## config.mk

```make
export PLATFORM = sky130hd
export DESIGN_NAME = f_add
export DESIGN_NICKNAME = d
export VERILOG_FILES = /design/src/rtl/f_add.sv
export SDC_FILE = /design/constraint.sdc
export NUM_CORES = 1
export LEC_CHECK = 0
export CAP_MARGIN = 20
export CORE_UTILIZATION = 43
export CTS_CLUSTER_DIAMETER = 30
export DETAILED_ROUTE_END_ITERATION = 8
export PLACE_DENSITY_LB_ADDON = 0.05
export REMOVE_ABC_BUFFERS = 1
export SETUP_SLACK_MARGIN = 0.02
export SLEW_MARGIN = 40
export SYNTH_ARGS = -nofsm -noshare
export SYNTH_HDL_FRONTEND = slang
export SYNTH_SLANG_ARGS = --single-unit
```

## constraint.sdc

```tcl
create_clock -name clk -period 0.8 [get_ports clk]
set_input_delay 0.16 -clock clk [delete_from_list [all_inputs] [get_ports clk]]
set_output_delay 0.16 -clock clk [all_outputs]
set_load 0.005 [all_outputs]
```

## src/rtl/f_add.sv

```systemverilog
// N-bit registered adder with carry-in/out and signed overflow, built on a
// hierarchical 4-ary carry-lookahead tree (bit -> group -> group-of-groups ...).
module f_add #(
  parameter int N = 64
) (
  input  logic         clk,
  input  logic         rst_n,
  input  logic         in_valid,
  input  logic [N-1:0] a,
  input  logic [N-1:0] b,
  input  logic         c_in,
  output logic [N-1:0] sum,
  output logic         c_out,
  output logic         ovf,
  output logic         out_valid
);

  // Node count at tree level l (level 0 = individual bits).
  function automatic int cntAt(input int l);
    int c;
    c = N;
    for (int i = 0; i < l; i++) c = (c + 3) / 4;
    return c;
  endfunction

  function automatic int offAt(input int l);
    int o;
    o = 0;
    for (int i = 0; i < l; i++) o += cntAt(i);
    return o;
  endfunction

  function automatic int numLvls();
    int l;
    l = 1;
    for (int i = 0; i < 32; i++) if (cntAt(i) > 1) l = i + 2;
    return l;
  endfunction

  localparam int LVLS = numLvls();
  localparam int TOT  = offAt(LVLS);

  // Returns {G, P} of four (g, p) pairs in two-level sum-of-products form.
  function automatic logic [1:0] grpGP(input logic [3:0] g, input logic [3:0] p);
    logic gg;
    gg = g[3] | (p[3] & g[2]) | (p[3] & p[2] & g[1]) | (p[3] & p[2] & p[1] & g[0]);
    return {gg, &p};
  endfunction

  function automatic logic [3:0] la4Carry(input logic [3:0] g, input logic [3:0] p,
                                          input logic ci);
    logic [3:0] c;
    c[0] = ci;
    c[1] = g[0] | (p[0] & ci);
    c[2] = g[1] | (p[1] & g[0]) | (p[1] & p[0] & ci);
    c[3] = g[2] | (p[2] & g[1]) | (p[2] & p[1] & g[0]) | (p[2] & p[1] & p[0] & ci);
    return c;
  endfunction

  logic [TOT-1:0] w_g;
  logic [TOT-1:0] w_p;
  logic [TOT-1:0] w_c;
  logic           w_cout;
  logic [N-1:0]   w_sum;
  logic           w_ovf;

  logic [N-1:0]   r_sum;
  logic           r_cout;
  logic           r_ovf;
  logic           r_valid;

  // All levels live in one flat vector; missing children of a partial group act as g=0,p=1.
  always_comb begin
    logic [3:0] w_gv;
    logic [3:0] w_pv;
    logic [3:0] w_cv;
    logic [1:0] w_gp;
    int         w_base;
    int         w_cc;
    w_g    = '0;
    w_p    = '0;
    w_c    = '0;
    w_gv   = '0;
    w_pv   = '0;
    w_cv   = '0;
    w_gp   = '0;
    w_base = 0;
    w_cc   = 0;
    w_g[N-1:0] = a & b;
    w_p[N-1:0] = a ^ b;
    for (int l = 1; l < LVLS; l++) begin
      for (int j = 0; j < N / 4; j++) begin
        if (j < cntAt(l)) begin
          w_base = offAt(l - 1) + 4 * j;
          w_cc   = cntAt(l - 1);
          for (int k = 0; k < 4; k++) begin
            w_gv[k] = (4 * j + k < w_cc) ? w_g[w_base + k] : 1'b0;
            w_pv[k] = (4 * j + k < w_cc) ? w_p[w_base + k] : 1'b1;
          end
          w_gp = grpGP(w_gv, w_pv);
          w_g[offAt(l) + j] = w_gp[1];
          w_p[offAt(l) + j] = w_gp[0];
        end
      end
    end
    w_c[TOT-1] = c_in;
    for (int l = LVLS - 1; l >= 1; l--) begin
      for (int j = 0; j < N / 4; j++) begin
        if (j < cntAt(l)) begin
          w_base = offAt(l - 1) + 4 * j;
          w_cc   = cntAt(l - 1);
          for (int k = 0; k < 4; k++) begin
            w_gv[k] = (4 * j + k < w_cc) ? w_g[w_base + k] : 1'b0;
            w_pv[k] = (4 * j + k < w_cc) ? w_p[w_base + k] : 1'b1;
          end
          w_cv = la4Carry(w_gv, w_pv, w_c[offAt(l) + j]);
          for (int k = 0; k < 4; k++) begin
            if (4 * j + k < w_cc) w_c[w_base + k] = w_cv[k];
          end
        end
      end
    end
    w_cout = w_g[TOT-1] | (w_p[TOT-1] & c_in);
  end

  assign w_sum = w_p[N-1:0] ^ w_c[N-1:0];
  assign w_ovf = w_c[N-1] ^ w_cout;

  // Data registers load every cycle; only out_valid tracks in_valid.
  always_ff @(posedge clk or negedge rst_n) begin
    if (!rst_n) begin
      r_sum   <= '0;
      r_cout  <= 1'b0;
      r_ovf   <= 1'b0;
      r_valid <= 1'b0;
    end else begin
      r_sum   <= w_sum;
      r_cout  <= w_cout;
      r_ovf   <= w_ovf;
      r_valid <= in_valid;
    end
  end

  assign sum       = r_sum;
  assign c_out     = r_cout;
  assign ovf       = r_ovf;
  assign out_valid = r_valid;

endmodule

```

# == Word-level counts from Yosys, hierarchy flattened ==
# Cells that the tools add are included.
# word_totals
input_bits,132
register_bits,67
out_inout_bits,67
wordCells,514
# classes
n_reduce_logical,21
bitwise_logic,489
# ops
cell,count
bitwise AND 1 bit,295
bitwise OR 1 bit,190
XOR 64 bit,2
bitwise AND 64 bit,1
AND reduction 16 bit,4
AND reduction 4 bit,16
AND reduction 64 bit,1
XOR 1 bit,1

# == Longest topological paths before layout ==
# logic_depth
word_depth,18
ltp_mapped,13

# == Worst setup path before layout ==
# OpenSTA, ideal clock, no wires.
# synth_path
path_kind,input to register
from,input port a[9]
to,"register r_sum[61], in the netlist sum[61]"
cell_stages,12
setup_ns,0.124
arrival_time_ns,2.781
setup_slack_ns,-2.105
required_time_ns,0.676
cell_sequence,ha_1 > and4_4 > and2_4 > a221oi_4 > a211oi_4 > o21ai_2 > nand2_2 > a31o_4 > a41o_1 > a21o_1 > fa_1 > xor2_1
# synth_between
elab_chain_len,16
# synth_rtl
item,line,source
from (decl),9,"input logic [N-1:0] a,"
bitwise AND 64 bit / XOR 64 bit (equally long branches),"89, 90",
bitwise AND 1 bit,46,gg = g[3] | (p[3] & g[2]) | (p[3] & p[2] & g[1]) | (p[3] & p[2] & p[1] & g[0]);
bitwise OR 1 bit / bitwise AND 1 bit (equally long branches),46,
bitwise OR 1 bit,46,
bitwise AND 1 bit,46,
bitwise OR 1 bit (3 in a row),46,
bitwise AND 1 bit,56,c[3] = g[2] | (p[2] & g[1]) | (p[2] & p[1] & g[0]) | (p[2] & p[1] & p[0] & ci);
bitwise OR 1 bit,56,
bitwise OR 1 bit *,56,
bitwise AND 1 bit *,56,
bitwise OR 1 bit *,56,
bitwise AND 1 bit *,54,c[1] = g[0] | (p[0] & ci);
bitwise OR 1 bit *,54,
XOR 64 bit *,126,assign w_sum = w_p[N-1:0] ^ w_c[N-1:0];
named net w_sum[61],64,logic [N-1:0] w_sum;
to (signal assigned),137,r_sum <= w_sum;
to (decl),67,logic [N-1:0] r_sum;
# Mark *: on every way through the listed nets, which the timed path passes. The rest lies on a longest branch.

# == Worst setup path after layout ==
# layout_path
from,input port a[5]
to,"register r_sum[60], in the netlist sum[60]"
# layout_between
elab_chain_len,13
# layout_rtl
item,line
bitwise AND 64 bit / XOR 64 bit (equally long branches),"89, 90"
bitwise AND 1 bit,46
bitwise OR 1 bit / bitwise AND 1 bit (equally long branches),46
bitwise OR 1 bit,46
bitwise AND 1 bit,46
bitwise OR 1 bit (2 in a row),46
bitwise AND 1 bit,56
bitwise OR 1 bit,56
bitwise OR 1 bit *,56
bitwise AND 1 bit *,56
bitwise OR 1 bit *,56
XOR 64 bit *,126
named net w_sum[60],64
# Marks and branches as above.

==> summary.md <==
| Metric | Value |
|---|---|
| Status | complete, but fails checks |
| Failing checks | negative setup slack |
| Area growth syn-to-layout | 103.7% |
| Unique masters post-synth | 53 |
| Syn Inst Count | 394 |
| Top post-synthesis cells by area | dfrtp_1 (37%), ha_1 (18%), fa_1 (7.1%), xor2_1 (5.5%), a21o_1 (5.0%) |
| Remaining DRCs | 0 |
| Area leader, netlist | dfrtp_1 |
| Final nets | 1023 |
| CP max-delay cell | fa_2 |
| Max clock buf depth | 2 |
| Power per cell area | 1526 nW/um^2 |
| Detail Placement HPWL | 10780 um |
| Port Buffers | 198 |
| Cells after DPL | 857 |
| Async set or reset register ratio after synthesis | 1.000 |
| Sequential area share after synthesis | 0.3727 |
| Die height | 104.3 um |
| Worst vdd ir | 0.001037 V |
| Avg Cell Area, Syn | 11.42 um^2 |
| Clock slew at reported path FFs | 0.08 ns |
| Core area | 9955 um^2 |
| Die area | between 10000 and 15000 um^2 |
| Tcrit/Tclk final | 3.230 |
| Final Setup Violations | 130 |
| Slew Limit Fails | 0 |
| DRT iter0 DRCs | 260 |
| Final WS setup | -1.784 ns |
| Most common cell after layout, fill and taps aside | buf_4 |
| CP peak stage delay | 0.52 ns |
| Element type at the critical path end | flop |
| Unrepaired setup endpoints after global routing | true |
| Largest net degree at the start of global routing | 34 |
| Worst EP arrival | 2.89 ns |
| Final Hold Viols | 0 |
| CTS root buf | clkbuf_8 |
| Detailed-route via count | 5268 |
| Most frequent cells in the layout | buf_4 (175), buf_2 (86), dfrtp_1 (67), buf_6 (57), ha_4 (45) |
| Die width | 104.3 um |
| FF+latch count, synth | 67 |
| TritonCTS buffer count | 9 |
| GRT overflow | 0 |
| Lkg Pwr | 4.369 nW |
| Number of I/O pins | 199 |
| H-tree Lvls | 3 |
| Post-layout min period | 2.584 ns |
| Wire length per cell | about 23 um |
| Yosys warns | 0 |
| EDFF count, synth | 0 |
| CTS tree | yes |
| Ys flop type | dfrtp_1 |
| # Max-Cap Violations | 0 |
| Fillers | roughly 360 |
| GRT Resource Usage Total | 0.3467 |
| Drt first pass iters | 4 |
| Hold_ws | around 0.17 ns |
| Antenna diodes | 0 |
| # rows | 36 |
| Layout cell share with drive strength beyond 1 | 0.6466 |
| Vias in the first global route | 5672 |
| CP Data Required Time | 1.11 ns |
| Worst Setup Start Kind | input pin |
| First-pass GRT wire length | 28980 um |
| Critical path class | in -> reg |
| Hold crit path type | in -> reg |
| Slew @ Worst Pin | ~0.35 ns |
| CTS sink cnt | 67 |
| Initial antenna violation count | 0 |
| Worst-path cell chain | clkdlybuf4s15_2 -> ha_4 -> a21oi_4 -> o21ai_4 -> a221oi_4 -> a211oi_4 -> o21ai_2 -> nand2_2 -> a31o_4 -> a41o_1 -> a21o_1 -> fa_2 |
| Max Fclk | 387.0 MHz |
| Post-DRT Antenna Nets | 0 |
| Non-filler cells, final | 948 |
| Worst slack, placed | -2.611 ns |
| CP max FO | 2 |
| Vias per inst | between 5 and 6 |
| Relative slew slack | 0.7663 |
| Initial Utilization | 0.4519 |
| Post-synthesis cell area | 4498 um^2 |
| Synth top area share | 0.3727 |
| Final Power | 13.98 mW |
| Routability cong. | 0.7953 |
| WL final | roughly 22000 um |
==> worst max-delay path: cells and delay by family <==
family,cells,cell delay (ns)
compound gates,8,1.63
fa+ha+maj,2,0.77
buf+inv,1,0.21
simple gates,1,0.10
==> final cells by class <==
| class | count | area (um^2) | area share |
|---|---|---|---|
| tap | 133 | 166.4 | 0.01816 |
| clock buffer | 13 | 158.9 | 0.01734 |
| sequential | 67 | 1677 | 0.1830 |
| multi-input combinational | 310 | 3831 | 0.4181 |
| clock inverter | 2 | 35.03 | 0.003824 |
| inverter | 16 | 62.56 | 0.006828 |
| timing repair buffer | 407 | 3232 | 0.3527 |
==> final timing paths <==
| check | startpoint | to | slack, ns | cells past startpoint |
|---|---|---|---|---|
| min in group asynchronous | rst_n | sum[36] | 0.20 | 2 |
| max in group asynchronous | rst_n | sum[58] | 0.18 | 3 |
| worst max-delay path | a[5] | sum[60] | -1.78 | 12 |
| worst min-delay path | a[14] | sum[15] | 0.17 | 4 |
==> cells in the mapped netlist, drive strengths merged, types with 2 or more instances <==
cell type and n:
a211oi 4, a21boi 2, a21o 33, a21oi 33, a221oi 3, a31o 2, a41o 2, a41oi 2
and3 2, and4 5, dfrtp 67, fa 16, ha 64, inv 16, nand2 14, nand2b 2
nand3 4, nand4 7, nor2 21, nor2b 3, nor3 3, nor4 2, o21a 4, o21ai 16
o21bai 5, or3 4, xnor2 18, xor2 28
==> sequential cells by signal, summed over array words and instances, names as in the netlist <==
name / count
c_out: 1
out_valid: 1
sum: 64
ovf: 1
==> metrics by stage <==
| step | util | instance area (um^2) | setup TNS (ns) |
|---|---|---|---|
| after detailed placement | 0.7691 | 7656 | -140.18 |
| after floorplan | - | 4487 | -84.29 |
| after global placement | 0.7691 | 7656 | -136.39 |
| after CTS | 0.8854 | 8813 | -91.11 |
| after global routing | 0.9204 | 9163 | -103.35 |
| final | 0.9204 | 9163 | -99.54 |
==> layer usage <==
layer,vias to the layer above,global-route usage,share of wire
met1,2585,0.3457,0.34
li1,2261,-,-
met3,116,0.06642,0.060
met2,306,0.6670,0.54
met4,0,0.1888,0.067
met5,-,0,0
==> cells by family (layout without fill, tap and decap cells) <==
logic type | count (synthesis) | after routing | share of synthesized area
xor gates and xnor gates | 46 | 46 | 0.08957
muxes | 1 | 1 | 0.002503
and+or+nand+nor | 69 | 69 | 0.08345
buffers and inverters | 17 | 438 | 0.01586
DFF | 67 | 67 | 0.3727
adders and majority gates | 80 | 80 | 0.2492
AOI/OAI and AO/OA | 114 | 114 | 0.1867
==> timing repair <==
action	CTS	global route
gates resized for setup	725	122
pin swaps	167	103
hold buffers	1	0
endpoints found under the setup margin	133	133
setup buffers	62	27
hold endpoints to repair	67	0
==> power breakdown <==
part	leakage, nW	total [mW]	internal, mW	switching (mW)
combinational	3.49	6.62	3.59	3.03
clock	0.0995	3.03	1.59	1.44
sequential	0.782	4.33	4.09	0.235
total	4.37	14.0	9.28	4.70
Note: power is estimated with default switching activity, not from simulation.
